`config.mk`:
```
export PLATFORM = sky130hd
export DESIGN_NAME = spi_transaction_scheduler
export DESIGN_NICKNAME = d
export VERILOG_FILES = /design/src/rtl/spi_transaction_scheduler.sv
export SDC_FILE = /design/constraint.sdc
export NUM_CORES = 1
export LEC_CHECK = 0
export CORE_AREA = 3 3 122 124
export DETAILED_ROUTE_END_ITERATION = 8
export DIE_AREA = 0 0 125 127
export GPL_ROUTABILITY_DRIVEN = 0
export GPL_TIMING_DRIVEN = 0
export PLACE_DENSITY_LB_ADDON = 0.2
export SLEW_MARGIN = 40
export SYNTH_ARGS = -nofsm -noshare
export SYNTH_HDL_FRONTEND = slang
export SYNTH_SLANG_ARGS = --single-unit
```
`constraint.sdc`:
```
create_clock -name fabric_clk -period 2.66 [get_ports fabric_clk]
set_input_delay 0.266 -clock fabric_clk [delete_from_list [all_inputs] [get_ports fabric_clk]]
set_output_delay 0.266 -clock fabric_clk [all_outputs]
set_load 0.02 [all_outputs]
```
`src/rtl/spi_transaction_scheduler.sv`:
```
// spi_transaction_scheduler
// Shares one bidirectional SPI core between two requesters. Round-robin
// arbitration, request validation, start/done sequencing with an enforced
// chip-select gap, and masked read-back routed to the owning requester.
// Optional watchdog: define SPI_SCHED_TIMEOUT_EN to enable timeout/abort.
module spi_transaction_scheduler #(
  parameter int DATA_WIDTH            = 32,
  parameter int TRANSACTION_LEN_WIDTH = 8,
  parameter int GAP_CYCLES            = 4,
  parameter int TIMEOUT_WIDTH         = 16
) (
  input  logic                             fabric_clk,
  input  logic                             reset_n,
  input  logic                             req0_valid,
  input  logic                             req1_valid,
  output logic                             req0_ready,
  output logic                             req1_ready,
  input  logic [TRANSACTION_LEN_WIDTH-1:0] req0_length,
  input  logic [TRANSACTION_LEN_WIDTH-1:0] req1_length,
  input  logic [DATA_WIDTH-1:0]            req0_data,
  input  logic [DATA_WIDTH-1:0]            req1_data,
  input  logic [DATA_WIDTH-1:0]            req0_rw_mask,
  input  logic [DATA_WIDTH-1:0]            req1_rw_mask,
  input  logic                             req0_cpol,
  input  logic                             req0_cpha,
  input  logic                             req1_cpol,
  input  logic                             req1_cpha,
  output logic                             rsp0_valid,
  output logic                             rsp1_valid,
  output logic [DATA_WIDTH-1:0]            rsp_read_data,
  output logic                             rsp_error,
  output logic                             spi_start,
  output logic                             spi_abort,
  output logic [TRANSACTION_LEN_WIDTH-1:0] spi_length,
  output logic [DATA_WIDTH-1:0]            spi_data,
  output logic [DATA_WIDTH-1:0]            spi_rw_mask,
  output logic                             spi_cpol,
  output logic                             spi_cpha,
  input  logic                             spi_done,
  input  logic [DATA_WIDTH-1:0]            spi_read_data,
  input  logic [TIMEOUT_WIDTH-1:0]         timeout_cycles,
  output logic                             busy
);

  localparam logic [2:0] IDLE  = 3'd0;
  localparam logic [2:0] ISSUE = 3'd1;
  localparam logic [2:0] WAIT  = 3'd2;
  localparam logic [2:0] RESP  = 3'd3;
  localparam logic [2:0] GAP   = 3'd4;

  localparam int GAP_W = (GAP_CYCLES > 1) ? $clog2(GAP_CYCLES) : 1;

  logic [2:0]                       state;
  logic [2:0]                       state_next;
  logic                             last_grant;
  logic                             owner;
  logic                             winner;
  logic                             accept;
  logic                             req_ok;
  logic                             done_hit;
  logic                             timeout_hit;
  logic [GAP_W-1:0]                 gap_cnt;
  logic [TRANSACTION_LEN_WIDTH-1:0] sel_length;
  logic [DATA_WIDTH-1:0]            sel_data;
  logic [DATA_WIDTH-1:0]            sel_mask;
  logic                             sel_cpol;
  logic                             sel_cpha;

  // Round-robin pick: a lone requester wins, on contention the one not granted last wins
  always_comb begin
    if (req0_valid && req1_valid) begin
      winner = ~last_grant;
    end else begin
      winner = req1_valid;
    end
  end

  // Handshake is only offered in IDLE, and never while reset is asserted
  assign req0_ready = reset_n && (state == IDLE) && req0_valid && !winner;
  assign req1_ready = reset_n && (state == IDLE) && req1_valid &&  winner;
  assign accept     = req0_ready || req1_ready;

  assign sel_length = winner ? req1_length  : req0_length;
  assign sel_data   = winner ? req1_data    : req0_data;
  assign sel_mask   = winner ? req1_rw_mask : req0_rw_mask;
  assign sel_cpol   = winner ? req1_cpol    : req0_cpol;
  assign sel_cpha   = winner ? req1_cpha    : req0_cpha;
  assign req_ok     = (sel_length != '0) && (32'(sel_length) <= 32'(DATA_WIDTH));

  assign done_hit = (state == WAIT) && spi_done;

`ifdef SPI_SCHED_TIMEOUT_EN
  logic [TIMEOUT_WIDTH-1:0] wait_cnt;

  assign timeout_hit = (state == WAIT) && !spi_done && (timeout_cycles != '0) &&
                       ((wait_cnt + TIMEOUT_WIDTH'(1)) == timeout_cycles);

  // Watchdog counts cycles spent in WAIT, cleared everywhere else
  always_ff @(posedge fabric_clk or negedge reset_n) begin
    if (!reset_n) begin
      wait_cnt <= '0;
    end else if (state == WAIT) begin
      wait_cnt <= wait_cnt + TIMEOUT_WIDTH'(1);
    end else begin
      wait_cnt <= '0;
    end
  end

  // Abort pulse forces the core back to idle when the watchdog expires
  always_ff @(posedge fabric_clk or negedge reset_n) begin
    if (!reset_n) begin
      spi_abort <= 1'b0;
    end else begin
      spi_abort <= timeout_hit;
    end
  end
`else
  logic unused_timeout;

  assign unused_timeout = ^timeout_cycles;
  assign timeout_hit    = 1'b0;
  assign spi_abort      = 1'b0;
`endif

  // Next-state selection for the transaction sequencer
  always_comb begin
    state_next = state;
    case (state)
      IDLE:    if (accept) state_next = req_ok ? ISSUE : RESP;
      ISSUE:   state_next = WAIT;
      WAIT:    if (done_hit || timeout_hit) state_next = RESP;
      RESP:    state_next = (GAP_CYCLES == 0) ? IDLE : GAP;
      GAP:     if (gap_cnt == GAP_W'(GAP_CYCLES - 1)) state_next = IDLE;
      default: state_next = IDLE;
    endcase
  end

  // State register
  always_ff @(posedge fabric_clk or negedge reset_n) begin
    if (!reset_n) begin
      state <= IDLE;
    end else begin
      state <= state_next;
    end
  end

  // Chip-select gap counter, runs only while in GAP
  always_ff @(posedge fabric_clk or negedge reset_n) begin
    if (!reset_n) begin
      gap_cnt <= '0;
    end else if (state == GAP) begin
      gap_cnt <= gap_cnt + GAP_W'(1);
    end else begin
      gap_cnt <= '0;
    end
  end

  // Registered core fields, start pulse, responses and grant bookkeeping
  always_ff @(posedge fabric_clk or negedge reset_n) begin
    if (!reset_n) begin
      last_grant    <= 1'b1;
      owner         <= 1'b0;
      spi_start     <= 1'b0;
      spi_length    <= '0;
      spi_data      <= '0;
      spi_rw_mask   <= '0;
      spi_cpol      <= 1'b0;
      spi_cpha      <= 1'b0;
      rsp0_valid    <= 1'b0;
      rsp1_valid    <= 1'b0;
      rsp_read_data <= '0;
      rsp_error     <= 1'b0;
      busy          <= 1'b0;
    end else begin
      spi_start  <= 1'b0;
      rsp0_valid <= 1'b0;
      rsp1_valid <= 1'b0;
      busy       <= (state_next != IDLE);
      if (accept) begin
        spi_length  <= sel_length;
        spi_data    <= sel_data;
        spi_rw_mask <= sel_mask;
        spi_cpol    <= sel_cpol;
        spi_cpha    <= sel_cpha;
        owner       <= winner;
        last_grant  <= winner;
        if (req_ok) begin
          spi_start <= 1'b1;
        end else begin
          rsp_error     <= 1'b1;
          rsp_read_data <= '0;
          rsp0_valid    <= !winner;
          rsp1_valid    <= winner;
        end
      end
      if (done_hit) begin
        rsp_read_data <= spi_read_data & ~spi_rw_mask;
        rsp_error     <= 1'b0;
        rsp0_valid    <= !owner;
        rsp1_valid    <= owner;
      end else if (timeout_hit) begin
        rsp_read_data <= '0;
        rsp_error     <= 1'b1;
        rsp0_valid    <= !owner;
        rsp1_valid    <= owner;
      end
    end
  end

endmodule

```
==> reports/metrics.cfg, run 1 <==
[setup_path]
worst-endpoint-arrival_ns=2.19
crit_required_ns=2.39
max_stage_delay_ns=0.63
worstSetupPathType=primary input to output port
worstPathMaxFanout=10
setup.worst_path.end_class=output port
reg2reg_from=last_grant
cp-start-kind=primary input
r2r_slack_ns=0.56
cp_cell_sequence=clkdlybuf4s50_1, a21boi_4, clkbuf_4, and2_1, clkdlybuf4s50_1
worst_path_max_delay_cell=clkdlybuf4s50_1
crit_top_cell=clkdlybuf4s50_1
r2r_cells=6
r2r-end=spi_rw_mask[15]

[synthesis]
synth_area_sq_um=5490
synth_top_area_share_pct=53.3
ys_types=37
yosys.area.top_type=dfrtp_1
ys_ff_latch=118
async_flop_share_pct=100
yosysSeqAreaShare_pct=53.8
syn-num-nets=806
yosysWarningCount=0
syn_area_per_cell_sq_um=9.10
syn_inst=604
synth_area_leaders=dfrtp_1, a31oi_1, nand2_1
synthFlopType=dfrtp_1
synth-edff-count=0

[routing]
drtIter0Drc=288
wire_per_inst_um=17.8
drtAntennaViolNets=0
routed_wl_um=20000
vias_per_cell=5.18
drc=0
num_vias=5817
firstDrtPassIters=5

[sta]
period_needed_ns=2.46
slew_viol_final=0
max-slew-margin-rel_pct=57.6
rsz0062_at_grt=no
fmax_mhz=407
worstMarginPinSlew_ns=0.636
finalHoldViolations=0
tns_ns=0
finalSetupViolations=0
setup_ws_ns=0.200
period_share_pct=92.5
skew_ns=0.00575

[layout]
final_util_pct=68.2
nFillCells=1133
design_area_sq_um=9460
nets=1132
multi_input_area_sq_um=2280
seqCellArea_sq_um=2950
final_cells=1123
n_antenna_cell=0
drive_gt1_share_pct=9.23
syn_to_final_growth_pct=72.3

[placement]
dpl_worst_slack_ns=-0.0581
dp_cells=1082
port_buffers=297
dp_hpwl_um=14400
dpl_cell_area_sq_um=8720

[die]
start_util_pct=39.6
die_w_um=125
die_area_sq_um=15900
coreArea_sq_um=13900
rows=43
die_h_um=127
ioPinCount=315

[clocking]
clockBufferDepth=2
path_clk_slew_ns=0.06
htree_levels=4
cts-root-buf=clkbuf_16
clock_sinks=118
worstSkewPairLatency_ns=0.41
cts_made_buffers=17
cts_tree=yes

[min_path]
hold_depth=3
min_to=spi_data[0]
hold_class=primary input to register
hp-start=req0_data[0]

[status]
status=completed

[pwr]
p_per_area_nw_per_um2=1120
leakage_nw=3.92
ir_drop_uv=539

[global_routing]
grt_max_degree=61
grt_pass1_wl_um=31200
grt_pass1_vias=5913
overflow=0
antenna_found_initial=1
grt_usage_pct=24.8

[run]
maxCapViolCount=0

[cell families (layout without fill, tap and decap cells)]
| family | after synthesis | in the layout | share of synthesized area, % |
|---|---|---|---|
| xor+xnor | 1 | 1 | 0.159 |
| other cells | 1 | 1 | 0.0683 |
| flops | 118 | 118 | 53.8 |
| fa+ha+maj | 1 | 1 | 0.228 |
| compound gates | 154 | 154 | 18.1 |
| simple gates | 277 | 277 | 22.8 |
| buf+inv | 52 | 391 | 4.81 |
[synth_stat cells (2+ instances only)]
library cell,instances
nand2_1,153
dfrtp_1,117
a31oi_1,98
nor2_1,80
a21oi_1,34
nor3b_1,32
buf_2,22
clkbuf_1,20
a31oi_2,9
buf_6,4
buf_4,3
o21ai_0,3
a31o_2,2
a32o_1,2
buf_1,2
or3_4,2
[cell usage in the layout (no fill, tap or decap), types with 6 or more instances in the layout]
cell type,n
buf_4,7
nor3b_1,32
a21oi_1,34
clkinv_2,6
clkbuf_16,17
a31oi_2,9
clkdlybuf4s50_1,296
dfrtp_1,117
a31oi_1,98
clkbuf_1,23
nand2_1,153
nor2_1,80
buf_2,21
[worst max path at each step]
stage                               from                end  slack (ns)  cells past startpoint
final                         req1_valid         req1_ready        0.20                      5
after global routing          req1_valid         req1_ready        0.07                      5
after CTS                     req1_valid         req1_ready        0.04                      5
after detailed placement      req1_valid         req1_ready       -0.06                      5
after global placement           reset_n         req0_ready       -4.25                      5
after floorplan           req0_length[1]  rsp_read_data[22]        1.02                      5
[what timing repair did]
action	4_1_cts	5_1_grt
setup endpoints to repair	2	2
buffers inserted	0	4
gates resized for setup	2	1
hold endpoints to repair	57	0
hold buffers	5	0
cloned	0	0
pin swaps	0	1
[state kept, by name, summed over array words and instances (netlist names), 2 cells and up]
name / cells
gap_cnt: 2
rsp_read_data: 32
spi_data: 32
spi_length: 8
spi_rw_mask: 32
state: 3
[layout make-up]
type / count / share of cell area, %
Clock buffer: 22 / 4.90
Multi-Input combinational cell: 434 / 24.1
Buffer: 51 / 2.78
Tap cell: 180 / 2.38
Sequential cell: 118 / 31.2
Timing Repair Buffer: 307 / 33.2
Inverter: 1 / 0.0397
Clock inverter: 10 / 1.35
[per-layer routing]
layer	up-vias	wire, um	track usage [%]
met1	2757	8020	29.7
li1	2757	-	-
met5	-	9	0
met3	35	1860	8.99
met2	266	9670	41.4
met4	2	463	9.06
[power breakdown]
group	internal (W)	switching [W]	total, W
logic	0.00236	0.00268	0.00504
registers	0.00264	0.000558	0.00320
clock network	0.00151	0.000809	0.00232
total	0.00651	0.00405	0.0106
[worst max-delay path, delay by kind of cell]
kind	cells	cell delay, ns
buffers and inverters	3	1.47
and+or+nand+nor	1	0.17
AOI/OAI and AO/OA	1	0.28
[per-stage QoR]
stage	total power, W	hold WS (ns)
global placement	0.00813	0.425
detailed placement	0.00821	0.223
finish	0.0106	0.410
global route	0.0112	0.404
CTS	0.0106	0.391
floorplan	0.00569	-0.0296
Note: power is estimated with default switching activity, not from simulation.
==> inputs of run 2 (changes only) <==
--- a/config.mk
+++ b/config.mk
@@ -5,9 +5,9 @@
 export SDC_FILE = /design/constraint.sdc
 export NUM_CORES = 1
 export LEC_CHECK = 0
-export CORE_AREA = 3 3 122 124
+export CORE_AREA = 2 2 121 123
 export DETAILED_ROUTE_END_ITERATION = 8
-export DIE_AREA = 0 0 125 127
+export DIE_AREA = 0 0 123 125
 export GPL_ROUTABILITY_DRIVEN = 0
 export GPL_TIMING_DRIVEN = 0
 export PLACE_DENSITY_LB_ADDON = 0.2
==> run 2 against run 1 <==
  * Register-to-register slack worse by 0.03 ns
  * Clock power is 9.1% lower
  * Sequential power hardly changed
  * Core utilization is 2.5 points lower
  * Global-route usage is 0.29 points higher
  * Largest power group unchanged
==> reports/metrics.cfg, run 2 (synthesis results as in run 1) <==
[setup_path]
max_stage_delay_ns=0.65
worstPathMaxFanout=5
worst_path_max_delay_cell=clkdlybuf4s50_1
cp_cell_sequence=dlygate4sd3_1, buf_8, nor4b_4, nand2_1, nor2_1, clkdlybuf4s50_1
worstSetupPathType=primary input to output port
critical_path_buf_inv_count=3
cp-start-kind=primary input
setup.worst_path.end_class=output port
worst-endpoint-arrival_ns=2.26
crit_required_ns=2.39
crit_family=buffers and inverters

[die]
start_util_pct=38.7
rows=44
ioPinCount=315
coreArea_sq_um=14200
die_w_um=123
die_area_sq_um=15400
die_h_um=125

[layout]
n_antenna_cell=0
largest_registers=rsp_read_data x32, spi_data x32, spi_rw_mask x32
final_util_pct=65.6
nets=1127
layout_commonest_cell=clkdlybuf4s50_1
drive_gt1_share_pct=8.45
nFillCells=1199
seqCellArea_sq_um=2950
multi_input_area_sq_um=2280
syn_to_final_growth_pct=69.7
mostFrequentLayoutCells=clkdlybuf4s50_1, nand2_1, dfrtp_1
design_area_sq_um=9320

[routing]
vias_per_cell=5.10
num_vias=5706
firstDrtPassIters=4
drtIter0Drc=285
drc=0
drtAntennaViolNets=0
routed_wl_um=19200
wire_per_inst_um=17.1

[clocking]
clockBufferDepth=2
clock_sinks=118
path_clk_slew_ns=0.05
htree_levels=4
cts_tree=yes
cts-root-buf=clkbuf_16
worstSkewPairLatency_ns=0.41
cts_made_buffers=17

[pwr]
ir_drop_uv=508
leakage_nw=3.85
p_per_area_nw_per_um2=1100

[run]
maxCapViolCount=0

[sta]
period_needed_ns=2.53
skew_ns=0.00637
setup_ws_ns=0.132
max-slew-margin-rel_pct=56.6
period_share_pct=95.0
slew_viol_final=0
rsz0062_at_grt=no
finalSetupViolations=0
finalHoldViolations=0
worstMarginPinSlew_ns=0.651
fmax_mhz=396

[global_routing]
grt_pass1_wl_um=29600
grt_usage_pct=25.1
grt_pass1_vias=5824
antenna_found_initial=0
grt_max_degree=62
overflow=0

[placement]
dp_hpwl_um=14100
dpl_worst_slack_ns=-0.0519
port_buffers=297
dpl_cell_area_sq_um=8730

[status]
status=completed

[min_path]
hold_class=primary input to register

==> run 2: repair_timing <==
action,CTS,global route
gates cloned,0,0
hold buffers,2,0
gates resized for setup,1,1
endpoints found under the setup margin,1,2
setup buffers,0,2
endpoints found under the hold margin,56,0
==> run 2: routing by layer <==
layer	routed length, um	vias to the layer above	global-route usage [%]
met5	0	-	0
met1	7450	2684	28.9
met3	2010	34	9.63
met2	9260	242	41.9
li1	-	2746	-
met4	465	0	9.96
==> run 2: cell type report <==
cell class | count | area share, %
clock inverter | 5 | 0.537
clock buffer | 24 | 5.17
multi-input combinational | 434 | 24.5
sequential | 118 | 31.7
tap | 184 | 2.47
timing repair buffer | 302 | 32.8
buffer | 51 | 2.82
inverter | 1 | 0.0403
==> run 2: worst min-delay path, cell delays in order <==
cell and delay (ns):
clkdlybuf4s50_1 0.39, nand2_1 0.05, a31oi_1 0.07
==> run 2: through the flow <==
stage / power, W / hold slack (ns) / std cells / setup TNS, ns
6_report: 0.0103 / 0.406 / 1119 / 0
4_1_cts: 0.0104 / 0.389 / 1117 / 0
3_3_place_gp: 0.00812 / 0.421 / 1085 / -886.91
2_1_floorplan: 0.00569 / -0.0296 / 604 / 0
5_1_grt: 0.0109 / 0.398 / 1119 / 0
3_5_place_dp: 0.00821 / 0.229 / 1086 / -0.0519
==> run 2: path summary, 6_finish.rpt <==
kind | cells after the start | slack (ns) | end | from
min in group asynchronous | 2 | 0.43 | last_grant | reset_n
min | 3 | 0.41 | spi_data[15] | req1_data[15]
max | 6 | 0.13 | req0_ready | reset_n
min reg2reg | 1 | 0.43 | gap_cnt[0] | gap_cnt[0]
max in group asynchronous | 3 | 1.91 | spi_rw_mask[12] | reset_n
max reg2reg | 6 | 0.53 | rsp_read_data[16] | state[0]
==> run 2: report_power, final <==
part	internal, W	switching [W]	leakage (nW)
combinational	0.00234	0.00265	2.18
clock	0.00133	0.000774	0.266
sequential	0.00264	0.000546	1.41
